## src/rtl/edge_generator.sv

```systemverilog
// rtl/edge_generator.sv - programmable pulse-train generator (high/low lengths, pulse count, abort)
module edge_generator #(
  parameter int CNT_W = 16,
  parameter int NUM_W = 8
) (
  input  logic             clk_i,
  input  logic             rst_i,
  input  logic             start_i,
  input  logic [CNT_W-1:0] high_cycles_i,
  input  logic [CNT_W-1:0] low_cycles_i,
  input  logic [NUM_W-1:0] num_pulses_i,
  input  logic             abort_i,
  output logic             signal_o,
  output logic             busy_o,
  output logic             done_o,
  output logic [NUM_W-1:0] pulse_cnt_o
);

  localparam logic [CNT_W-1:0] CNT_ONE = CNT_W'(1);
  localparam logic [NUM_W-1:0] NUM_ONE = NUM_W'(1);
  localparam logic [NUM_W-1:0] NUM_MAX = '1;

  typedef enum logic [1:0] {
    S_IDLE = 2'd0,
    S_HIGH = 2'd1,
    S_LOW  = 2'd2
  } state_t;

  state_t           state;
  logic [CNT_W-1:0] high_len;
  logic [CNT_W-1:0] low_len;
  logic [NUM_W-1:0] num_pulses;
  logic [CNT_W-1:0] phase_cnt;

  // Phase counter is loaded with (length - 1); a zero length behaves as one cycle.
  logic [CNT_W-1:0] high_reload_in;
  logic [CNT_W-1:0] high_reload;
  logic [CNT_W-1:0] low_reload;
  logic [NUM_W-1:0] cnt_next;
  logic             more_pulses;
  logic             phase_end;

  // Reload values, saturating pulse count and end-of-phase detection
  always_comb begin
    high_reload_in = (high_cycles_i == '0) ? '0 : high_cycles_i - CNT_ONE;
    high_reload    = (high_len == '0) ? '0 : high_len - CNT_ONE;
    low_reload     = (low_len == '0) ? '0 : low_len - CNT_ONE;
    cnt_next       = (pulse_cnt_o == NUM_MAX) ? pulse_cnt_o : pulse_cnt_o + NUM_ONE;
    more_pulses    = (cnt_next < num_pulses);
    phase_end      = (phase_cnt == '0);
  end

  // Train FSM with registered waveform, busy, done and completed-pulse count
  always_ff @(posedge clk_i) begin
    if (rst_i) begin
      state       <= S_IDLE;
      high_len    <= '0;
      low_len     <= '0;
      num_pulses  <= '0;
      phase_cnt   <= '0;
      pulse_cnt_o <= '0;
      signal_o    <= 1'b0;
      busy_o      <= 1'b0;
      done_o      <= 1'b0;
    end else begin
      done_o <= 1'b0;
      case (state)
        S_IDLE: begin
          // Abort in idle only matters as a veto on a simultaneous start.
          if (start_i && !abort_i) begin
            pulse_cnt_o <= '0;
            if (num_pulses_i == '0) begin
              // Empty train: report completion without touching the waveform.
              done_o <= 1'b1;
            end else begin
              high_len   <= high_cycles_i;
              low_len    <= low_cycles_i;
              num_pulses <= num_pulses_i;
              phase_cnt  <= high_reload_in;
              state      <= S_HIGH;
              signal_o   <= 1'b1;
              busy_o     <= 1'b1;
            end
          end
        end
        S_HIGH: begin
          if (abort_i) begin
            state    <= S_IDLE;
            signal_o <= 1'b0;
            busy_o   <= 1'b0;
          end else if (phase_end) begin
            state     <= S_LOW;
            signal_o  <= 1'b0;
            phase_cnt <= low_reload;
          end else begin
            phase_cnt <= phase_cnt - CNT_ONE;
          end
        end
        S_LOW: begin
          if (abort_i) begin
            state    <= S_IDLE;
            signal_o <= 1'b0;
            busy_o   <= 1'b0;
          end else if (phase_end) begin
            // A pulse is complete once its low phase has fully elapsed.
            pulse_cnt_o <= cnt_next;
            if (more_pulses) begin
              state     <= S_HIGH;
              signal_o  <= 1'b1;
              phase_cnt <= high_reload;
            end else begin
              state  <= S_IDLE;
              busy_o <= 1'b0;
              done_o <= 1'b1;
            end
          end else begin
            phase_cnt <= phase_cnt - CNT_ONE;
          end
        end
        default: begin
          state    <= S_IDLE;
          signal_o <= 1'b0;
          busy_o   <= 1'b0;
        end
      endcase
    end
  end

endmodule

```

## config.mk

```make
export PLATFORM = sky130hd
export DESIGN_NAME = edge_generator
export DESIGN_NICKNAME = d
export VERILOG_FILES = /design/src/rtl/edge_generator.sv
export SDC_FILE = /design/constraint.sdc
export NUM_CORES = 1
export LEC_CHECK = 0
export ABC_AREA = 0
export ABC_CLOCK_PERIOD_IN_PS = 7500
export CAP_MARGIN = 20
export CORE_MARGIN = 2
export CORE_UTILIZATION = 40
export DETAILED_ROUTE_END_ITERATION = 12
export PLACE_DENSITY = 0.6
export SLEW_MARGIN = 20
export SYNTH_ARGS = -nofsm -noshare
export SYNTH_HDL_FRONTEND = slang
export SYNTH_SLANG_ARGS = --single-unit
export TNS_END_PERCENT = 100
```

## constraint.sdc

```tcl
create_clock -name clk_i -period 7.5 [get_ports clk_i]
set_input_delay 1.125 -clock clk_i [delete_from_list [all_inputs] [get_ports clk_i]]
set_output_delay 1.125 -clock clk_i [all_outputs]
set_load 0.005 [all_outputs]
```

==> results of run 1 <==
==> layout make-up <==
type	count	area (um^2)	area share (%)
Tap cell	147	183.9	3.189
Clock buffer	13	270.3	4.686
Sequential cell	69	1381	23.95
Multi-Input combinational cell	512	3226	55.93
Clock inverter	3	42.54	0.7377
Timing Repair Buffer	58	565.5	9.807
Inverter	26	97.59	1.692
==> path summary, 6_finish.rpt <==
path	from	endpoint	cells past startpoint
setup / recovery	pulse_cnt_o[0]	phase_cnt[13]	12
hold / removal	num_pulses[2]	num_pulses[2]	2
setup reg to reg	pulse_cnt_o[0]	phase_cnt[13]	12
hold reg to reg	num_pulses[2]	num_pulses[2]	2
==> layer usage <==
layer  track usage [%]  up-vias
met4             8.211        0
li1                  -     2430
met1             33.07     2365
met5                 0        -
met2             35.03      161
met3             3.017       14
==> report_power, final <==
group	internal, mW	total [mW]	switching, mW	leakage [nW]
logic	0.225	0.592	0.368	1.34
clock network	0.284	0.447	0.163	0.152
registers	0.409	0.463	0.0542	0.564
total	0.918	1.50	0.584	2.06
==> cells by family (layout without fill, tap and decap cells) <==
logic type | Yosys count | in the layout | synth area share [%]
AO/OA/AOI/OAI | 188 | 188 | 25.88
XOR/XNOR | 38 | 38 | 6.822
adder cells (fa/ha/maj) | 19 | 19 | 4.873
buffers and inverters | 70 | 100 | 5.745
flip-flops | 69 | 69 | 28.31
multiplexers | 5 | 5 | 1.077
AND/OR/NAND/NOR | 262 | 262 | 27.29
==> worst register-to-register path, delay by kind of cell, from the launching register on <==
family                     cells  cell delay (ns)
AOI/OAI and AO/OA              7             1.66
adders and majority gates      2             0.49
DFF                            1             0.43
and+or+nand+nor                3             1.39
==> placed cells by master, fill, tap and decap left out, types with 17 or more instances in the layout <==
| cell type | synthesis | routed |
|---|---|---|
| nand2_1 | 109 | 109 |
| o21ai_0 | 22 | 22 |
| ha_1 | 19 | 19 |
| xnor2_1 | 21 | 21 |
| nor2_1 | 38 | 38 |
| inv_1 | 26 | 26 |
| clkdlybuf4s50_1 | 0 | 53 |
| xor2_1 | 17 | 17 |
| nand3_1 | 17 | 17 |
| a21oi_1 | 70 | 70 |
| dfxtp_1 | 69 | 69 |
==> state kept, by name, summed over array words and instances (netlist names) <==
signal / count
phase_cnt: 16
low_len: 16
num_pulses: 8
high_len: 16
state: 2
pulse_cnt_o: 8
signal_o: 1
busy_o: 1
done_o: 1
==> summary.txt, run 1 <==
Synth cell types = 70
Setup Skew = 0.01011 ns
GRT Total Usage = 22.95%
Post-DP HPWL = 11,120 um
CTS Buffer Depth = 2
Worst path max stage delay = 0.75 ns
Syn nets = 714
Vias per cell = 6.002
Syn_area_per_cell = 7.494 um^2
Outcome = completed
Final setup violation count = 0
First-pass GRT wire length = 23,560 um
Slowest-stage cell, CP = nor2_1
Post-CTS setup buffers = 0
Final critical-path required period = 4.133 ns
Post-Route WL = 14,860 um
Initial Utilization = 40.78%
Worst R2R Setup Slack = 3.37 ns
Max-slew violations = 0
P_leak = 2.057 nW
Clock root cell = clkbuf_16
Setup crit end kind = register
Initial antenna violation count = 0
Total grt overflow = 0
Cts bufs inserted = 9
Type of origin of the critical path = register
WL met1 = 7076 um
Post-synth EDFFs = 0
Worst Path Class, Setup = reg2reg
WL met2 = 6670 um
Main area contributors after synthesis = dfxtp_1, nand2_1, a21oi_1
Max transition margin = 40.15%
Finished Core Util = 48.21%
# clock sinks = 69
Pwr/cell area = 260.5 nW/um^2
Die ar. = 13,100 um^2
IO Port Bufs = 54
Max Freq = 242.0 MHz
Routability Congestion = 0.9439
Setup TNS = 0 ns
Critical path, cell by cell = ha_1 > and4_1 > nand4_1 > o21ai_0 > a21o_1 > ha_1 > a21oi_1 > a21oi_1 > a211oi_1 > a211oi_1 > nor2_1 > a311oi_1
Die span in x = 114.4 um
Vert. Die Dim = 114.4 um
Main synth FF type = dfxtp_1
Hold WC Path Type = reg2reg
Max-Cap Viols = 0
Top post-synthesis cells by count = nand2_1, a21oi_1, dfxtp_1
Routed wire per std cell = 17.95 um
Io pins = 55
Pre-CTS WS = 3.443 ns
Area leader, netlist = dfxtp_1
Power, Total = 1.502 mW
WP buf/inv = 0
Synthesized cell area = 4878 um^2
Met3 routed WL = 899 um
# diodes = 0
Post-DRT Antenna Nets = 0
Worst path arrival time = 4.30 ns
Core area = 11,960 um^2
Slew @ Worst Pin = 0.8944 ns
Placed insts = 812
RSZ-0062 raised after global routing = false
First drt pass iteration count = 6
YS warnings = 0
Final Instance Area = 5767 um^2
Most numerous cell in the Yosys netlist = nand2_1
Htree depth = 3
Async SR Flop Fraction = 0%
Area share of the leading cell type in the synthesized netlist = 28.31%
Initial DRC count = 409
Synthesized flop and latch total = 69
Layout cells sized above 1 = 6.461%
Layout Nets = 739
Top layer in use = met4
Vias = 4,970
CTS tree = built
CP max FO = 12
Hold buffer count at cts = 0
Fin. Hold Viols = 0
Area grow syn2layout = 18.21%
Remaining DRCs = 0
Critical path's top delay family = compound AO/OA/AOI/OAI gates
Worst-path clk slew = 0.06 ns
Number of cell rows = 40
Syn Inst Count = 651
Worst path required time = 7.67 ns
Vias in the first global route = 4,527
Fillcell total = 1,166
Seq/Total Area, Yosys = 28.31%
Peak supply drop = 0.1143 mV
Fin cells = 828
Final WS setup = 3.367 ns
Clock latency on the worst-skew pair = 0.34 ns
Resize count post-CTS = 0
Tcrit/Tclk final = 55.11%
Pin count of the biggest net entering global routing = 69
Worst hold slack = 0.4588 ns
DP Area = 5454 um^2
Power figures use the tool's default switching activity.
==> run 2, diff against run 1 <==
--- a/config.mk
+++ b/config.mk
@@ -6,12 +6,12 @@
 export NUM_CORES = 1
 export LEC_CHECK = 0
 export ABC_AREA = 0
-export ABC_CLOCK_PERIOD_IN_PS = 7500
+export ABC_CLOCK_PERIOD_IN_PS = 3500
 export CAP_MARGIN = 20
 export CORE_MARGIN = 2
 export CORE_UTILIZATION = 40
 export DETAILED_ROUTE_END_ITERATION = 12
-export PLACE_DENSITY = 0.6
+export PLACE_DENSITY = 0.62
 export SLEW_MARGIN = 20
 export SYNTH_ARGS = -nofsm -noshare
 export SYNTH_HDL_FRONTEND = slang
==> constraint.sdc (replaced) <==
create_clock -name clk_i -period 3.5 [get_ports clk_i]
set_input_delay 0.525 -clock clk_i [delete_from_list [all_inputs] [get_ports clk_i]]
set_output_delay 0.525 -clock clk_i [all_outputs]
set_load 0.005 [all_outputs]
==> summary.txt, run 2 (synthesized netlist as in run 1, its figures left out) <==
Max Freq = 319.6 MHz
Final setup violation count = 0
Routed wire per std cell = 17.49 um
IO Port Bufs = 54
Die span in x = 114.4 um
Clock root cell = clkbuf_16
Setup crit end kind = register
Pwr/cell area = 534.1 nW/um^2
First-pass GRT wire length = 23,630 um
# diodes = 0
Max-Cap Viols = 0
Worst path arrival time = 3.37 ns
# clock sinks = 69
Fin. Hold Viols = 0
Initial Utilization = 40.78%
Core area = 11,960 um^2
Layout cells sized above 1 = 7.715%
CP max FO = 12
Peak supply drop = 0.2155 mV
Hold WC Path Type = reg2reg
Fillcell total = 1,190
Pin count of the biggest net entering global routing = 48
Worst hold slack = 0.4623 ns
Routability Congestion = 0.9381
Most frequent cells in the layout = nand2_1, a21oi_1, dfxtp_1, clkdlybuf4s50_1, nor2_1
RSZ-0062 raised after global routing = false
Total grt overflow = 0
Slew @ Worst Pin = 0.9506 ns
Layout Nets = 746
Tcrit/Tclk final = 89.39%
Worst-path clk slew = 0.06 ns
Final WS setup = 0.3714 ns
Area grow syn2layout = 18.90%
Most common cell after layout, fill and taps aside = nand2_1
Setup Skew = 0.007932 ns
Worst Path Class, Setup = reg2reg
Outcome = completed
Worst path required time = 3.74 ns
Max-slew violations = 0
Post-Route WL = 14,590 um
Critical path's top delay family = compound AO/OA/AOI/OAI gates
Clock latency on the worst-skew pair = 0.33 ns
First drt pass iteration count = 5
Cts bufs inserted = 9
Top flop regs = high_len: 16 flops, low_len: 16 flops, phase_cnt: 16 flops
WP buf/inv = 0
Post-DP HPWL = 11,040 um
Power, Total = 3.098 mW
CTS Buffer Depth = 2
GRT Total Usage = 22.81%
Vert. Die Dim = 114.4 um
Worst path max stage delay = 0.47 ns
Vias in the first global route = 4,576
Vias = 5,024
Initial antenna violation count = 0
Type of origin of the critical path = register
Number of cell rows = 40
Multi-input gate area = 3246 um^2
Max transition margin = 36.62%
P_leak = 2.071 nW
FF/Latch Area = 1383 um^2
Die ar. = 13,100 um^2
Initial DRC count = 395
Io pins = 55
Pre-CTS WS = -0.09437 ns
Vias per cell = 6.024
Setup TNS = 0 ns
Slowest-stage cell, CP = a211oi_2
Remaining DRCs = 0
Final critical-path required period = 3.129 ns
Htree depth = 3
CTS tree = built
Post-DRT Antenna Nets = 0
Critical path, cell by cell = ha_2 > and4_1 > nand4_1 > mux2_2 > ha_1 > nand3_1 > nor2_1 > o211ai_1 > a211oi_2 > nor2_4 > a311oi_1
-- run 2: cell count changes in the layout (fill, tap and decap cells not counted), moves of 2 or more --
cell	before	now
a211oi_1	15	13
a211oi_2	0	2
clkbuf_8	3	1
clkbuf_1	1	3
buf_4	4	10
-- run 2: worst paths after layout --
kind                   end  slack (ns)            from  cells after the start
max reg2reg  phase_cnt[14]        0.37  pulse_cnt_o[1]                     11
max          phase_cnt[14]        0.37  pulse_cnt_o[1]                     11
min reg2reg  num_pulses[1]        0.46   num_pulses[1]                      2
min          num_pulses[1]        0.46   num_pulses[1]                      2
-- run 2: area by class of cell --
type	count	share of cell area [%]
Multi-Input combinational cell	512	55.95
Sequential cell	69	23.84
Timing Repair Buffer	65	10.87
Clock buffer	13	4.314
Tap cell	147	3.171
Inverter	26	1.682
Clock inverter	2	0.1726
-- run 2: per-stage QoR --
step	util, %	instance area [um^2]	cells
detailed placement	46.08	5512	818
global route	48.49	5801	834
finish	48.49	5801	834
global placement	46.08	5512	818
CTS	48.27	5774	833
floorplan	-	4878	651
-- run 2: layer usage --
| metal | share of wire, % | wire [um] | vias up | global-route usage, % |
|---|---|---|---|---|
| met5 | 0 | 0 | - | 0 |
| met4 | 1.1 | 165 | 0 | 6.504 |
| met3 | 7.5 | 1091 | 12 | 2.753 |
| met2 | 46 | 6662 | 196 | 35.98 |
| met1 | 46 | 6666 | 2377 | 32.70 |
| li1 | - | - | 2439 | - |
-- run 2: what timing repair did --
item / 4_1_cts / 5_1_grt
buffers inserted: 0 / 1
pin swaps: 0 / 1
endpoints found under the setup margin: 12 / 18
gates resized for setup: 1 / 5
hold buffers: 0 / 0
-- run 2: where the power goes --
group	internal, mW	switching, mW
clock	0.493	0.337
combinational	0.495	0.782
sequential	0.876	0.115
total	1.86	1.23
-- run 2: worst min-delay path, cell delays in order (launching register included) --
cell,delay [ns]
dfxtp_1,0.31
nand2_1,0.05
a21oi_1,0.06
